[config.mk]
export PLATFORM = sky130hd
export DESIGN_NAME = cascade_stage_scheduler
export DESIGN_NICKNAME = d
export VERILOG_FILES = /design/src/rtl/cascade_stage_scheduler.sv
export SDC_FILE = /design/constraint.sdc
export NUM_CORES = 1
export LEC_CHECK = 0
export ABC_AREA = 1
export BUFFER_PORTS_ARGS = -buffer_cell sky130_fd_sc_hd__buf_4
export CAP_MARGIN = 20
export CORE_MARGIN = 4
export CORE_UTILIZATION = 50
export CTS_BUF_LIST = sky130_fd_sc_hd__clkbuf_16
export CTS_CLUSTER_DIAMETER = 100
export DETAILED_ROUTE_END_ITERATION = 16
export HOLD_SLACK_MARGIN = 0.06
export PLACE_DENSITY = 0.82
export SYNTH_ARGS = -nofsm -noshare
export SYNTH_HDL_FRONTEND = slang
export SYNTH_SLANG_ARGS = --single-unit
[constraint.sdc]
create_clock -name clk -period 2.2 [get_ports clk]
set_input_delay 0.33 -clock clk [delete_from_list [all_inputs] [get_ports clk]]
set_output_delay 0.33 -clock clk [all_outputs]
set_load 0.1 [all_outputs]
[src/rtl/cascade_stage_scheduler.sv]
// cascade_stage_scheduler
// Runs the Haar cascade for one integral-image window at a time. It broadcasts
// the window copy, starts the stages in order with a one-hot pulse, stops at
// the first reject or on a per-stage watchdog expiry, and holds the verdict
// until the consumer takes it.
//
// Optional feature macro: CASCADE_STATS_EN
//   defined   -> saturating counters for accepted windows and reported faces
//   undefined -> o_window_count / o_face_count are tied to zero
//
// Handshakes: a window transfers on a cycle where i_window_valid and
// o_window_ready are both 1; a result transfers on a cycle where
// o_result_valid and i_result_ready are both 1. Once raised, o_result_valid and
// its payload stay unchanged until that transfer. Stage done/pass are pulses
// and only the bit of the currently active stage is looked at.
module cascade_stage_scheduler #(
    parameter int NUM_STAGE      = 10,
    parameter int DATA_WIDTH_8   = 8,
    parameter int DATA_WIDTH_16  = 16,
    parameter int TIMEOUT_CYCLES = 4096
) (
    input  logic                     clk,
    input  logic                     reset,
    input  logic                     i_window_valid,
    output logic                     o_window_ready,
    output logic                     o_en_copy,
    output logic [NUM_STAGE-1:0]     o_calculate,
    input  logic [NUM_STAGE-1:0]     i_stage_done,
    input  logic [NUM_STAGE-1:0]     i_stage_pass,
    output logic                     o_result_valid,
    input  logic                     i_result_ready,
    output logic                     o_face,
    output logic [DATA_WIDTH_8-1:0]  o_reject_stage,
    output logic                     o_timeout,
    output logic                     o_busy,
    output logic [DATA_WIDTH_16-1:0] o_window_count,
    output logic [DATA_WIDTH_16-1:0] o_face_count
);

    typedef enum logic [2:0] {
        S_IDLE,
        S_COPY,
        S_START,
        S_WAIT,
        S_REPORT
    } state_t;

    localparam logic [DATA_WIDTH_8-1:0]  LAST_STAGE = DATA_WIDTH_8'(NUM_STAGE - 1);
    localparam logic [DATA_WIDTH_8-1:0]  ALL_PASSED = DATA_WIDTH_8'(NUM_STAGE);
    localparam logic [DATA_WIDTH_16-1:0] TIMER_LAST = DATA_WIDTH_16'(TIMEOUT_CYCLES - 1);

    state_t                    state;
    logic [DATA_WIDTH_8-1:0]   stage;
    logic [DATA_WIDTH_16-1:0]  timer;
    logic                      cur_done;
    logic                      cur_pass;

    // One-hot start vector for a given stage index.
    function automatic logic [NUM_STAGE-1:0] stage_onehot(input logic [DATA_WIDTH_8-1:0] idx);
        logic [NUM_STAGE-1:0] oh;
        oh = '0;
        for (int i = 0; i < NUM_STAGE; i++) begin
            if (idx == DATA_WIDTH_8'(i)) begin
                oh[i] = 1'b1;
            end
        end
        return oh;
    endfunction

    // Select the done/pass bits of the active stage only; others are ignored.
    always_comb begin
        cur_done = 1'b0;
        cur_pass = 1'b0;
        for (int i = 0; i < NUM_STAGE; i++) begin
            if (stage == DATA_WIDTH_8'(i)) begin
                cur_done = i_stage_done[i];
                cur_pass = i_stage_pass[i];
            end
        end
    end

    // Cascade sequencing FSM with registered outputs.
    // The watchdog is cleared on the edge that raises the start pulse and then
    // counts every cycle of START and WAIT, so expiry lands TIMEOUT_CYCLES-1
    // cycles after the start pulse and the verdict shows TIMEOUT_CYCLES after it.
    always_ff @(posedge clk) begin
        if (reset) begin
            state          <= S_IDLE;
            stage          <= '0;
            timer          <= '0;
            o_window_ready <= 1'b1;
            o_en_copy      <= 1'b0;
            o_calculate    <= '0;
            o_result_valid <= 1'b0;
            o_face         <= 1'b0;
            o_reject_stage <= '0;
            o_timeout      <= 1'b0;
        end else begin
            o_en_copy   <= 1'b0;
            o_calculate <= '0;
            case (state)
                S_IDLE: begin
                    if (i_window_valid) begin
                        state          <= S_COPY;
                        stage          <= '0;
                        o_window_ready <= 1'b0;
                        o_en_copy      <= 1'b1;
                    end
                end
                S_COPY: begin
                    state       <= S_START;
                    o_calculate <= stage_onehot(stage);
                    timer       <= '0;
                end
                S_START: begin
                    state <= S_WAIT;
                    timer <= timer + DATA_WIDTH_16'(1);
                end
                S_WAIT: begin
                    if (cur_done && cur_pass && stage == LAST_STAGE) begin
                        state          <= S_REPORT;
                        o_result_valid <= 1'b1;
                        o_face         <= 1'b1;
                        o_reject_stage <= ALL_PASSED;
                        o_timeout      <= 1'b0;
                    end else if (cur_done && cur_pass) begin
                        state       <= S_START;
                        stage       <= stage + DATA_WIDTH_8'(1);
                        o_calculate <= stage_onehot(stage + DATA_WIDTH_8'(1));
                        timer       <= '0;
                    end else if (cur_done) begin
                        state          <= S_REPORT;
                        o_result_valid <= 1'b1;
                        o_face         <= 1'b0;
                        o_reject_stage <= stage;
                        o_timeout      <= 1'b0;
                    end else if (timer == TIMER_LAST) begin
                        state          <= S_REPORT;
                        o_result_valid <= 1'b1;
                        o_face         <= 1'b0;
                        o_reject_stage <= stage;
                        o_timeout      <= 1'b1;
                    end else begin
                        timer <= timer + DATA_WIDTH_16'(1);
                    end
                end
                S_REPORT: begin
                    if (i_result_ready) begin
                        state          <= S_IDLE;
                        o_result_valid <= 1'b0;
                        o_face         <= 1'b0;
                        o_reject_stage <= '0;
                        o_timeout      <= 1'b0;
                        o_window_ready <= 1'b1;
                    end
                end
                default: begin
                    state          <= S_IDLE;
                    o_window_ready <= 1'b1;
                end
            endcase
        end
    end

    assign o_busy = (state != S_IDLE);

`ifdef CASCADE_STATS_EN
    localparam logic [DATA_WIDTH_16-1:0] COUNT_MAX = '1;

    logic window_accept;
    logic face_entry;

    assign window_accept = (state == S_IDLE) && i_window_valid;
    assign face_entry    = (state == S_WAIT) && cur_done && cur_pass && (stage == LAST_STAGE);

    // Saturating window and face counters.
    always_ff @(posedge clk) begin
        if (reset) begin
            o_window_count <= '0;
            o_face_count   <= '0;
        end else begin
            if (window_accept && o_window_count != COUNT_MAX) begin
                o_window_count <= o_window_count + DATA_WIDTH_16'(1);
            end
            if (face_entry && o_face_count != COUNT_MAX) begin
                o_face_count <= o_face_count + DATA_WIDTH_16'(1);
            end
        end
    end
`else
    assign o_window_count = '0;
    assign o_face_count   = '0;
`endif

endmodule

; ---- Word level (Yosys, flattened, before mapping)
; Cells that the tools add are included.
[classes]
n_addsub = 2
eq_ne = 32
mux = 84
bitwise_logic = 2
n_reduce_logical = 16
[ops]
columns = cell, count
row1 = equality test 8 x 3 -> 1 bit (second input constant), 8
row2 = 2-to-1 mux 16 bit, 4
row3 = 2-to-1 mux 8 bit, 8
row4 = 2-to-1 mux 1 bit, 55
row5 = case mux 16 bit (3 select lines), 1
row6 = equality test 8 x 2 -> 1 bit (second input constant), 4
row7 = equality test 8 x 4 -> 1 bit (second input constant), 4
row8 = case mux 8 bit (2 select lines), 2
row9 = 2-to-1 mux 10 bit, 2
row10 = case mux 10 bit (2 select lines), 1
row11 = 2-to-1 mux 3 bit, 6
row12 = adder 16 x 1 -> 16 bit (second input constant), 1
row13 = equality test 16 x 12 -> 1 bit (second input constant), 1
row14 = equality test 8 x 1 -> 1 bit (second input constant), 2
row15 = zero test 8 bit, 2
row16 = case mux 3 bit (5 select lines), 1
row17 = AND reduction 4 bit, 3
row18 = != test 3 bit (second input constant), 3
row19 = adder 8 x 1 -> 8 bit (second input constant), 1
row20 = != test 2 bit (second input constant), 4
row21 = equality test 3 x 2 -> 1 bit (second input constant), 2
row22 = case mux 1 bit (2 select lines), 3
row23 = AND reduction 3 bit, 2
row24 = nonzero test 3 bit, 2
row25 = 11 further kinds, 14
[word_totals]
ff_bits = 50
in_bits = 24
out_inout_bits = 56
elab_cells = 146

; ---- Longest topological paths before layout
[logic_depth]
ltp_word = 15
ltp_mapped = 23
depth_no_buf = 23

; ---- Least setup slack after synthesis
; No wires, ideal clock.
[synth_path]
kind = register to register
start = register stage[0]
end = register o_reject_stage[0]
setup_ns = 0.136
arrival_ns = 2.093
required_ns = 2.064
slack_ns = -0.029
path_stages_with_launch = 24
path_buffers = 1
period_less_slack_ns = 2.229
path_cell_list = dfxtp_1 inv_1 ha_1 inv_1 nor2_1 nand3_1 nand2_1 nand3_1 nand2_1 nand2_1 nand3_1 nand2_1 nand2_1 nand2_1 nand2_2 nand2_4 nand2_4 nand2_2 nand2_2 nand2_2 nand2_2 buf_6 nand2_2 a21oi_2
[synth_via]
elab_chain_len = 15
word_cells_on_any_way = 40
classes_between = 11 x eq/ne / 25 x mux / 4 x reduce/logical
[synth_lines]
columns = item, line_no
row1 = from (decl), 53  ; logic [DATA_WIDTH_8-1:0] stage;
row2 = from (signal assigned), 128  ; stage <= stage + DATA_WIDTH_8'(1);
row3 = zero test 8 bit, 75  ; if (stage == DATA_WIDTH_8'(i)) begin
row4 = 2-to-1 mux 1 bit (10 in series), 75
row5 = 2-to-1 mux 8 bit / logical AND 1 bit (equally long branches), "131, 120, 126"
row6 = 2-to-1 mux 8 bit / logical AND 1 bit (equally long branches), "126, 120"
row7 = 2-to-1 mux 8 bit (tied with other cells), 120  ; if (cur_done && cur_pass && stage == LAST_STAGE) begin
row8 = case mux 8 bit (2 select lines) / AND reduction 4 bit (equally long branches), --
row9 = to (signal assigned), 135  ; o_reject_stage <= stage;
row10 = to (signal assigned), 141  ; o_reject_stage <= stage;
row11 = to (decl), 33  ; output logic [DATA_WIDTH_8-1:0] o_reject_stage,
; Several ways; a longest one is shown, not always the timed one. The select of a mux whose other input is x is not followed.
; A chain may end at the register's enable or synchronous reset.

; ---- Worst setup path in the final report
[layout_path]
start = register stage[0]
end = register timer[11]
[layout_via]
elab_chain_len = 15
word_cells_on_any_way = 39
classes_between = 12 x eq/ne / 23 x mux / 4 x reduce/logical
[layout_lines]
columns = item, line_no
row1 = zero test 8 bit, 75
row2 = 2-to-1 mux 1 bit (10 in series), 75
row3 = logical AND 1 bit, "120, 126"
row4 = 2-to-1 mux 16 bit / logical AND 1 bit (equally long branches), "126, 120"
row5 = 2-to-1 mux 16 bit / != test 2 bit (equally long branches), --
row6 = case mux 16 bit (3 select lines) / AND reduction 4 bit (equally long branches), --
row7 = to (signal assigned), 117  ; timer <= timer + DATA_WIDTH_16'(1);
row8 = to (signal assigned), 144  ; timer <= timer + DATA_WIDTH_16'(1);
row9 = to (decl), 54  ; logic [DATA_WIDTH_16-1:0] timer;
; Several ways; a longest one is shown, not always the timed one. The select of a mux whose other input is x is not followed.

==> run summary <==
Status: finished with violations
Violations in the final reports: setup timing
Worst path setup slack after routing: -218 ps
Count of nets left with antenna violations after detail routing: 0
Final Hold Viols: 0
Utilization after layout: 70.9%
Final Wtd Congestion: 0.922
Area growth syn-to-layout: 37.2%
Overall via count from detail_route: 3,841
Startpoint type of the worst setup path: register
Register bit count reported by yosys: 50
Number of antenna violations at the first check in global routing: 0
Synth Instances: 513
Detailed-router iteration count before antenna repair: 5
Die ar.: 8460 sq um
Worst relative slew slack: 65.6%
Total instance count after detailed placement: 679
Pin count of the biggest net entering global routing: 36
Final hold slack: 353 ps
Starting density of the core: 51.6%
Clock tree sinks: 50
Ys Warns: 0
Number of different library cells in the post-synthesis netlist: 38
Average detailed-routed wire length per instance: 15.9 um
GRT Total Usage: 24.2%
Non-filler cells, final: 712
Static leakage power: 0.00218 uW
Antenna diode count: 0
Layout cells sized above 1: 34.9%
Master of the slowest instance on the critical path: sky130_fd_sc_hd__dfxtp_4
Residual overflow from global routing: 0
Crit. End Element: register
Detailed-route wire length: 11.3 mm
Number of flops mapped to enable cells by yosys: 0
Finish-stage setup viols: 44
Unrepaired setup endpoints after global routing: true
First-pass GRT wire length: 16.8 mm
Total standard cell area after synthesis: 3530 sq um
Setup Crit Path Kind: reg -> reg
Max Cap Viol: 0
Via/cell ratio: 5.39
Power per cell area: 1030 nW/um^2
Core footprint: 6830 sq um
Setup TNS: -5640 ps
Peak supply drop: 767 uV
Post-DP HPWL: 6.98 mm
Count of standard-cell rows: 30
Slew at the pin closest to its max-slew limit: 511 ps
Ys flop type: sky130_fd_sc_hd__dfxtp_1
Share of flip-flops with an asynchronous set or reset after synthesis: 0%
Count of boundary I/O pins: 80
Clock root buffer master: sky130_fd_sc_hd__clkbuf_16
Tightest Hold Check Type: in -> reg
Min Clock Period, post-route: 2420 ps
Hold_buf cts: 0
Critical Path Fanout Max: 8
Clock tree from TritonCTS: done
Clock slew at the register clock pins of the worst setup and hold paths: 70 ps
Initial DRC count: 249
Endpoint required time on the critical path: 2370 ps
Max Freq: 0.414 GHz
Max-slew violation count: 0
Final total power: 5000 uW
CTS max path bufs: 2
Ordered cell list for the critical path: buf_6 -> ha_4 -> nand3_2 -> buf_4 -> nor3_1 -> buf_4 -> nor2_1 -> a21boi_4 -> buf_6 -> nand3_4 -> clkbuf_16 -> nand4_1 -> a21oi_1
Die Span Y: 92.0 um
Remaining routing DRC violations: 0
Clock latency on the worst-skew pair: 300 ps
Worst path max stage delay: 380 ps
CTS Buf Count: 5
Number of nets in the layout: 645
Crit path arrival time: 2580 ps
Vias in the first global route: 3,620
Maximum clock skew at final layout: 9.69 ps
Fraction of the yosys area taken by sequential cells: 28.4%
CTS H-tree depth: 2
Part of the cycle the worst path needs: 110%
Syn_area_per_cell: 6.88 sq um
Die Wd: 92.0 um
Count of input and output buffers: 47
## critical path: cells and delay by family, from the launching register on
kind                     cells  cell delay (ps)
AO/OA/AOI/OAI                2              390
buffers and inverters        5              750
flip-flops                   1              380
AND/OR/NAND/NOR              5              580
adder cells (fa/ha/maj)      1              170
## cells by family after synthesis
group           Yosys count  share of synthesized area, %
simple gates            271                          38.6
buf+inv                 110                          16.1
compound gates           56                          10.0
flops                    50                          28.4
xor+xnor                 19                          4.72
fa+ha+maj                 6                          2.13
other cells               1                         0.106
## cell usage in the layout, fill, tap and decap left out, types with 3 or more instances in the layout
cell type,instances
sky130_fd_sc_hd__inv_2,7
sky130_fd_sc_hd__buf_6,4
sky130_fd_sc_hd__nor3_4,3
sky130_fd_sc_hd__inv_1,48
sky130_fd_sc_hd__conb_1,32
sky130_fd_sc_hd__ha_4,4
sky130_fd_sc_hd__nand2_1,108
sky130_fd_sc_hd__a21oi_2,15
sky130_fd_sc_hd__nand3_2,10
sky130_fd_sc_hd__buf_12,3
sky130_fd_sc_hd__nand2_2,12
sky130_fd_sc_hd__nand4_1,24
sky130_fd_sc_hd__nor2_4,4
sky130_fd_sc_hd__clkbuf_16,6
sky130_fd_sc_hd__nor3_1,11
sky130_fd_sc_hd__xor2_1,19
sky130_fd_sc_hd__nand3_4,5
sky130_fd_sc_hd__nand3_1,38
sky130_fd_sc_hd__nor2_2,5
sky130_fd_sc_hd__nand2_4,14
sky130_fd_sc_hd__inv_4,3
sky130_fd_sc_hd__buf_4,99
sky130_fd_sc_hd__nor4_1,3
sky130_fd_sc_hd__nor2_1,27
sky130_fd_sc_hd__dfxtp_2,3
sky130_fd_sc_hd__a21oi_1,32
sky130_fd_sc_hd__dfxtp_1,45
## path summary, 6_finish.rpt
check,slack (ps),start,end,cells past startpoint
worst max register to register,-220,stage[0],timer[11],13
worst min-delay path,350,i_window_valid,o_en_copy,3
worst max-delay path,-220,stage[0],timer[11],13
worst min register to register,470,o_reject_stage[1],o_reject_stage[1],2
## Yosys cell counts, drive strengths merged (3+ instances only)
master	instances	area share, %
nor4	4	0.71
a21oi	48	8.2
ha	6	2.1
xor2	19	4.7
nor3	16	3.0
nand2	134	16
o21ai	3	0.43
nor2	36	4.5
clkbuf	8	0.85
clkinv	3	0.32
or2	3	0.53
nand4	24	4.3
nand3	51	8.6
inv	59	6.3
dfxtp	50	28
buf	40	8.6
## metal layers
metal  part of all wire [%]  global-route usage, %
met5                      0                      0
met4                    3.3                   9.65
met3                    6.5                   5.74
met2                     54                   43.9
met1                     36                   27.0
## area by class of cell
cell class / count / area [sq um]
Timing Repair Buffer: 108 / 901
Clock buffer: 5 / 125
Tap cell: 96 / 120
Fill cell: 508 / 1990
Multi-Input combinational cell: 388 / 2360
Clock inverter: 3 / 68.8
Sequential cell: 50 / 1010
Inverter: 62 / 250
## through the flow
step	setup slack, ps	instance area [sq um]
CTS	-48.5	4540
finish	-218	4840
global route	-322	4840
global placement	-218	4120
detailed placement	-299	4120
floorplan	17.8	3640
## power by group
part	total (uW)	switching [uW]	internal (uW)
Clock	1020	363	654
Combinational	2940	1920	1030
Sequential	1040	75.7	967
Total	5000	2350	2650
## registers in the layout, indices dropped and copies added (netlist names), 3 cells and up
signal	count
o_calculate	10
o_reject_stage	8
stage	8
state	3
timer	16
## timing repair
item,4_1_cts,5_1_grt
resized for setup,32,44
hold endpoints to repair,0,0
pin swaps,7,42
cloned,3,3
setup buffers,7,12
setup endpoints to repair,48,48
Note: power is estimated with default switching activity, not from simulation.
